--- config.mk ---
export PLATFORM = sky130hd
export DESIGN_NAME = fnd_scan_capture
export DESIGN_NICKNAME = d
export VERILOG_FILES = /design/src/rtl/fnd_pkg.sv /design/src/rtl/fnd_seg_decode.sv /design/src/rtl/fnd_scan_capture.sv
export SDC_FILE = /design/constraint.sdc
export NUM_CORES = 1
export LEC_CHECK = 0
export CAP_MARGIN = 25
export CORE_UTILIZATION = 45
export CTS_CLUSTER_SIZE = 10
export DETAILED_ROUTE_END_ITERATION = 12
export PLACE_DENSITY = 0.62
export SYNTH_ARGS = -nofsm -noshare
export SYNTH_HDL_FRONTEND = slang
export SYNTH_SLANG_ARGS = --single-unit
--- constraint.sdc ---
create_clock -name clk -period 5 [get_ports clk]
set_input_delay 1.25 -clock clk [delete_from_list [all_inputs] [get_ports clk]]
set_output_delay 1.25 -clock clk [all_outputs]
set_load 0.005 [all_outputs]
--- src/rtl/fnd_pkg.sv ---
// Shared constants and helpers for the 4-digit FND display path.
package fnd_pkg;

    localparam int NUM_DIGITS = 4;
    localparam int NUM_DEC    = 10;

    // One BCD digit slot.
    typedef logic [3:0] digit_t;

    // Active-low segment codes (g..a) for 0..F, identical to the driver's table.
    localparam logic [6:0] SEG_CODE [16] = '{
        7'h40, 7'h79, 7'h24, 7'h30, 7'h19, 7'h12, 7'h02, 7'h78,
        7'h00, 7'h10, 7'h08, 7'h03, 7'h46, 7'h21, 7'h06, 7'h0E
    };

    // All segments dark.
    localparam logic [6:0] BLANK_SEG = 7'h7F;

    // Four BCD digits to binary; 9999 fits in 14 bits.
    function automatic logic [13:0] bcd_to_bin(input digit_t d3, input digit_t d2,
                                               input digit_t d1, input digit_t d0);
        return 14'(d3) * 14'd1000 + 14'(d2) * 14'd100 + 14'(d1) * 14'd10 + 14'(d0);
    endfunction

endpackage

--- src/rtl/fnd_seg_decode.sv ---
// Combinational segment-to-BCD decoder; only 0..9 and blank are legal.
module fnd_seg_decode
    import fnd_pkg::*;
(
    input  logic [6:0] seg,
    output logic       is_digit,
    output logic       is_blank,
    output digit_t     bcd
);

    // Search the decimal part of the shared code table for a match.
    always_comb begin
        // NOTE: outputs get defaults before any conditional write, so no latch is inferred.
        is_digit = 1'b0;
        bcd      = '0;
        for (int i = 0; i < NUM_DEC; i++) begin
            if (seg == SEG_CODE[i]) begin
                is_digit = 1'b1;
                bcd      = digit_t'(i);
            end
        end
    end

    assign is_blank = (seg == BLANK_SEG);

endmodule

--- src/rtl/fnd_scan_capture.sv ---
// Snoops multiplexed FND common/segment lines, decodes each settled digit
// and reassembles complete 4-digit frames into a binary value.
module fnd_scan_capture
    import fnd_pkg::*;
#(
    parameter int SETTLE_CYCLES  = 4,
    parameter int TIMEOUT_CYCLES = 1_000_000
) (
    input  logic        clk,
    input  logic        rst,
    input  logic [3:0]  fndCom,
    input  logic [7:0]  fndfont,
    output logic [13:0] fndValue,
    output logic [3:0]  dp_on,
    output logic        valid,
    output logic        err_com,
    output logic        err_code,
    output logic        stale
);

    localparam int SW = $clog2(SETTLE_CYCLES + 1);
    localparam int TW = $clog2(TIMEOUT_CYCLES + 1);
    localparam logic [SW-1:0] SETTLE_MAX  = SW'(SETTLE_CYCLES);
    localparam logic [TW-1:0] TIMEOUT_MAX = TW'(TIMEOUT_CYCLES);

    localparam logic [0:0] ST_COLLECT = 1'b0;
    localparam logic [0:0] ST_EMIT    = 1'b1;

    logic [3:0]    com_q, com_d, com_prev_q, com_prev_d;
    logic [7:0]    font_q, font_d, font_prev_q, font_prev_d;
    logic [SW-1:0] settle_q, settle_d;
    logic          strobe_q, strobe_d;
    logic          pair_changed;

    logic [3:0]    mask_q, mask_d;
    digit_t        slot_q [NUM_DIGITS];
    digit_t        slot_d [NUM_DIGITS];
    logic [3:0]    dp_q, dp_d;
    logic [13:0]   value_q, value_d;
    logic          valid_q, valid_d;
    logic          err_com_q, err_com_d;
    logic          err_code_q, err_code_d;
    logic          stale_q, stale_d;
    logic [TW-1:0] tcnt_q, tcnt_d;
    logic [0:0]    state_q, state_d;

    logic [3:0]    cap_com;
    logic [7:0]    cap_font;
    logic [2:0]    n_low;
    logic [1:0]    pos;
    logic [3:0]    mask_set;
    logic          dec_is_digit, dec_is_blank;
    digit_t        dec_bcd;

    // The pair seen on the strobe cycle is the one that settled.
    assign cap_com  = com_prev_q;
    assign cap_font = font_prev_q;

    fnd_seg_decode u_seg_decode (
        .seg      (cap_font[6:0]),
        .is_digit (dec_is_digit),
        .is_blank (dec_is_blank),
        .bcd      (dec_bcd)
    );

    // Input register, settle counter and the one-shot capture strobe.
    always_comb begin
        com_d        = fndCom;
        font_d       = fndfont;
        com_prev_d   = com_q;
        font_prev_d  = font_q;
        pair_changed = ({com_q, font_q} != {com_prev_q, font_prev_q});
        if (pair_changed)
            settle_d = SW'(1);
        else if (settle_q == SETTLE_MAX)
            settle_d = settle_q;
        else
            settle_d = settle_q + 1'b1;
        // Fires on the transition into the saturated count, never while parked there.
        strobe_d = (settle_d == SETTLE_MAX) && (pair_changed || settle_q != SETTLE_MAX);
    end

    // Capture decision, frame assembly, emit and timeout tracking.
    always_comb begin
        mask_d     = mask_q;
        slot_d     = slot_q;
        dp_d       = dp_q;
        value_d    = value_q;
        valid_d    = 1'b0;
        err_com_d  = 1'b0;
        err_code_d = 1'b0;
        state_d    = ST_COLLECT;

        n_low = '0;
        pos   = '0;
        for (int i = 0; i < NUM_DIGITS; i++) begin
            if (!cap_com[i]) begin
                n_low = n_low + 1'b1;
                pos   = 2'(i);
            end
        end
        mask_set = mask_q | (4'b0001 << pos);

        if (strobe_q && n_low != 3'd0) begin
            if (n_low > 3'd1) begin
                err_com_d = 1'b1;
                mask_d    = '0;
            end else if (dec_is_digit) begin
                slot_d[pos] = dec_bcd;
                dp_d[pos]   = ~cap_font[7];
                if (mask_set == 4'b1111) begin
                    mask_d  = '0;
                    state_d = ST_EMIT;
                end else begin
                    mask_d = mask_set;
                end
            end else if (dec_is_blank) begin
                dp_d[pos] = ~cap_font[7];
            end else begin
                err_code_d = 1'b1;
                mask_d     = '0;
            end
        end

        if (state_q == ST_EMIT) begin
            value_d = bcd_to_bin(slot_q[3], slot_q[2], slot_q[1], slot_q[0]);
            valid_d = 1'b1;
            stale_d = 1'b0;
            tcnt_d  = '0;
        end else begin
            tcnt_d  = (tcnt_q == TIMEOUT_MAX) ? tcnt_q : tcnt_q + 1'b1;
            stale_d = stale_q | (tcnt_d == TIMEOUT_MAX);
        end
    end

    // State registers with synchronous reset.
    always_ff @(posedge clk) begin
        if (rst) begin
            com_q       <= '1;
            font_q      <= '1;
            com_prev_q  <= '1;
            font_prev_q <= '1;
            settle_q    <= '0;
            strobe_q    <= 1'b0;
            mask_q      <= '0;
            // NOTE: the digit slots are only four small registers, so they are reset along
            // with everything else; a frame can never complete from pre-reset contents.
            slot_q      <= '{default: '0};
            dp_q        <= '0;
            value_q     <= '0;
            valid_q     <= 1'b0;
            err_com_q   <= 1'b0;
            err_code_q  <= 1'b0;
            stale_q     <= 1'b1;
            tcnt_q      <= '0;
            state_q     <= ST_COLLECT;
        end else begin
            // NOTE: non-blocking assignments keep every flop sampling pre-edge values.
            com_q       <= com_d;
            font_q      <= font_d;
            com_prev_q  <= com_prev_d;
            font_prev_q <= font_prev_d;
            settle_q    <= settle_d;
            strobe_q    <= strobe_d;
            mask_q      <= mask_d;
            slot_q      <= slot_d;
            dp_q        <= dp_d;
            value_q     <= value_d;
            valid_q     <= valid_d;
            err_com_q   <= err_com_d;
            err_code_q  <= err_code_d;
            stale_q     <= stale_d;
            tcnt_q      <= tcnt_d;
            state_q     <= state_d;
        end
    end

    assign fndValue = value_q;
    assign dp_on    = dp_q;
    assign valid    = valid_q;
    assign err_com  = err_com_q;
    assign err_code = err_code_q;
    assign stale    = stale_q;

endmodule

==> out/results.ini <==
[finish]
antenna_cells = 0
drive_above_1_share_pct = 9.985
area_growth_pct = 12.96
nFillCells = 1207
seq_area_um2 = 1822
nets = 744
multi_input_area_um2 = 3694

[worst_setup_path]
crit_path_end_kind = flop
critical_path_class = reg2reg
cp.required_ns = 5.23
cp.arrival_ns = 4.51
crit_start = slot_q[2]$_SDFFE_PP0P_
reg2reg_from = slot_q[2]$_SDFFE_PP0P_
critPathMaxFanout = 7
start_kind = flop

[clock_network]
cts_hold_buf = 0
clk_path_buf_depth = 2
htree_num_levels = 3
cts_resized = 0
cts_num_sinks = 91
cts_root_buf = clkbuf_16
clock_latency_ns = 0.35
cts_setup_buffers = 0
cts_made_buffers = 9
path_clk_slew_ns = 0.07
cts_tree = done

[global_route]
gr-total-overflow = 0
grt_first_pass_wirelength_um = 19600
grt_max_degree = 70
antenna_found_initial = 0
grtUsageTotal_pct = 18.73
grt_pass1_vias = 4228

[yosys]
synth_top_area_share_pct = 31.09
synth_area_leaders = dfxtp_1 31%, ha_1 12%, fa_1 5.8%
synth_top_area_cell = dfxtp_1
ys_ff_latch = 91
syn-cell-area_um2 = 5859
synthTopCellsByCount = 91 x dfxtp_1, 57 x ha_1, 55 x inv_1
postSynthAreaPerCell_um2 = 9.213
synth.distinct_cells = 66
synth_top_flop_cell = dfxtp_1
synth-edff-count = 0
synthCells = 636
seq_area_frac_synth_pct = 31.09
synthArstFlopShare_pct = 0
ys_warn_count = 0
synth.net_count = 724
synth_most_common_cell = dfxtp_1

[sta]
tns_ns = 0
slew_viol_final = 0
fin_hold_ws_ns = 0.4528
finalSetupViolations = 0
skew_ns = 0.01012
max_freq_mhz = 233.4
period_needed_ns = 4.285
relSlewSlack_pct = 57.97
rsz0062_at_grt = false
finalCritPeriodShare_pct = 85.69
worst_pin_slew_ns = 0.6300
finalHoldViolations = 0

[min_path]
min_path_type = reg2reg
holdCritStartpoint = fndValue[13]$_SDFFE_PP0P_

[routing]
wl_per_cell_um = 13.66
first_iter_violations = 237
avgViaCountPerCell = 5.128
drtPass1Iterations = 4
antenna_left = 0
dr_total_vias = 4272
drc = 0
routed_wl_um = 11380

[placed_design]
hpwl_um = 8741
io_buffers = 35
gp_congestion = 0.8730

[power]
ir_drop_uv = 167.0
p_per_area_nw_per_um2 = 238.7
p_leak_nw = 3.014

[flow_run]
maxCapViolations = 0

[floorplan]
fp.dieW_um = 116.1
dieHeight_um = 116.1
num_rows = 41
io_pins = 36
core_area_um2 = 12670
start_util_pct = 46.24
design.die.area_um2 = 13480

[status]
status = complete, no violations

cells in the final DEF, fill, tap and decap left out, drive strengths merged, types with 22 or more instances in the layout:
cell type / instances
clkdlybuf4s50: 34
inv: 55
nor2: 51
or2: 28
a21oi: 22
mux2i: 25
ha: 57
nand2: 35
xnor2: 35
dfxtp: 91
sequential cells by signal, indices dropped and copies added, names as in the netlist, 3 cells and up:
register	flops
tcnt_q	20
slot_q	16
fndValue	14
cap_font	8
font_prev_d	8
cap_com	4
com_prev_d	4
dp_on	4
mask_q	4
settle_q	3
final timing paths:
check	endpoint	slack (ns)	cells after the start
hold / removal	fndValue[13]$_SDFFE_PP0P_	0.45	2
setup / recovery	fndValue[12]$_SDFFE_PP0P_	0.72	13
hold reg to reg	fndValue[13]$_SDFFE_PP0P_	0.45	2
setup reg to reg	fndValue[12]$_SDFFE_PP0P_	0.72	13
layer usage:
layer | global-route usage (%) | vias to the layer above | wire length (µm)
li1 | - | 2206 | -
met1 | 23.57 | 1980 | 5390
met2 | 31.23 | 70 | 5392
met3 | 4.255 | 16 | 403
met4 | 7.265 | 0 | 189
met5 | 0 | - | 0
area by class of cell:
cell class / instances / share of cell area (%)
clock inverters: 5 / 1.304
clock buffers: 11 / 3.667
flip-flops and latches: 91 / 27.52
well taps: 172 / 3.251
repair buffers: 36 / 5.331
inverters: 55 / 3.119
multi-input cells: 463 / 55.80
kinds of logic (layout without fill, tap and decap cells):
logic type | after synthesis | in the layout | synth area share (%)
XOR/XNOR | 50 | 50 | 7.602
AND/OR/NAND/NOR | 224 | 224 | 22.40
multiplexers | 30 | 30 | 5.424
buffers and inverters | 82 | 107 | 5.872
flip-flops | 91 | 91 | 31.09
adder cells (fa/ha/maj) | 74 | 74 | 17.98
AO/OA/AOI/OAI | 85 | 85 | 9.631
critical path, stage by stage, from the launching register on:
cell	delay (ns)
dfxtp_1	0.48
ha_1	0.31
fa_1	0.54
inv_1	0.07
fa_1	0.53
inv_1	0.05
fa_1	0.47
ha_1	0.31
ha_1	0.34
o21a_1	0.23
a2111o_1	0.42
a31oi_1	0.20
xor2_1	0.15
o21ai_0	0.08
power breakdown:
group          leakage [nW]  internal, mW  total (mW)  switching, mW
Clock                 0.160         0.454       0.750          0.295
Combinational          2.11        0.0386      0.0779         0.0393
Sequential            0.740         0.736       0.752         0.0159
through the flow:
stage          area (µm²)  setup WS [ns]  std cells  utilization [%]  total power, mW
2_1_floorplan        5859         0.9164        636                -           0.8240
3_3_place_gp         6290         0.7543        817            49.64           0.8435
3_5_place_dp         6290         0.6893        817            49.64           0.8474
4_1_cts              6619         0.6965        833            52.24            1.598
5_1_grt              6619         0.3988        833            52.24            1.644
6_report             6619         0.7154        833            52.24            1.580
Note: power is estimated with default switching activity, not from simulation.
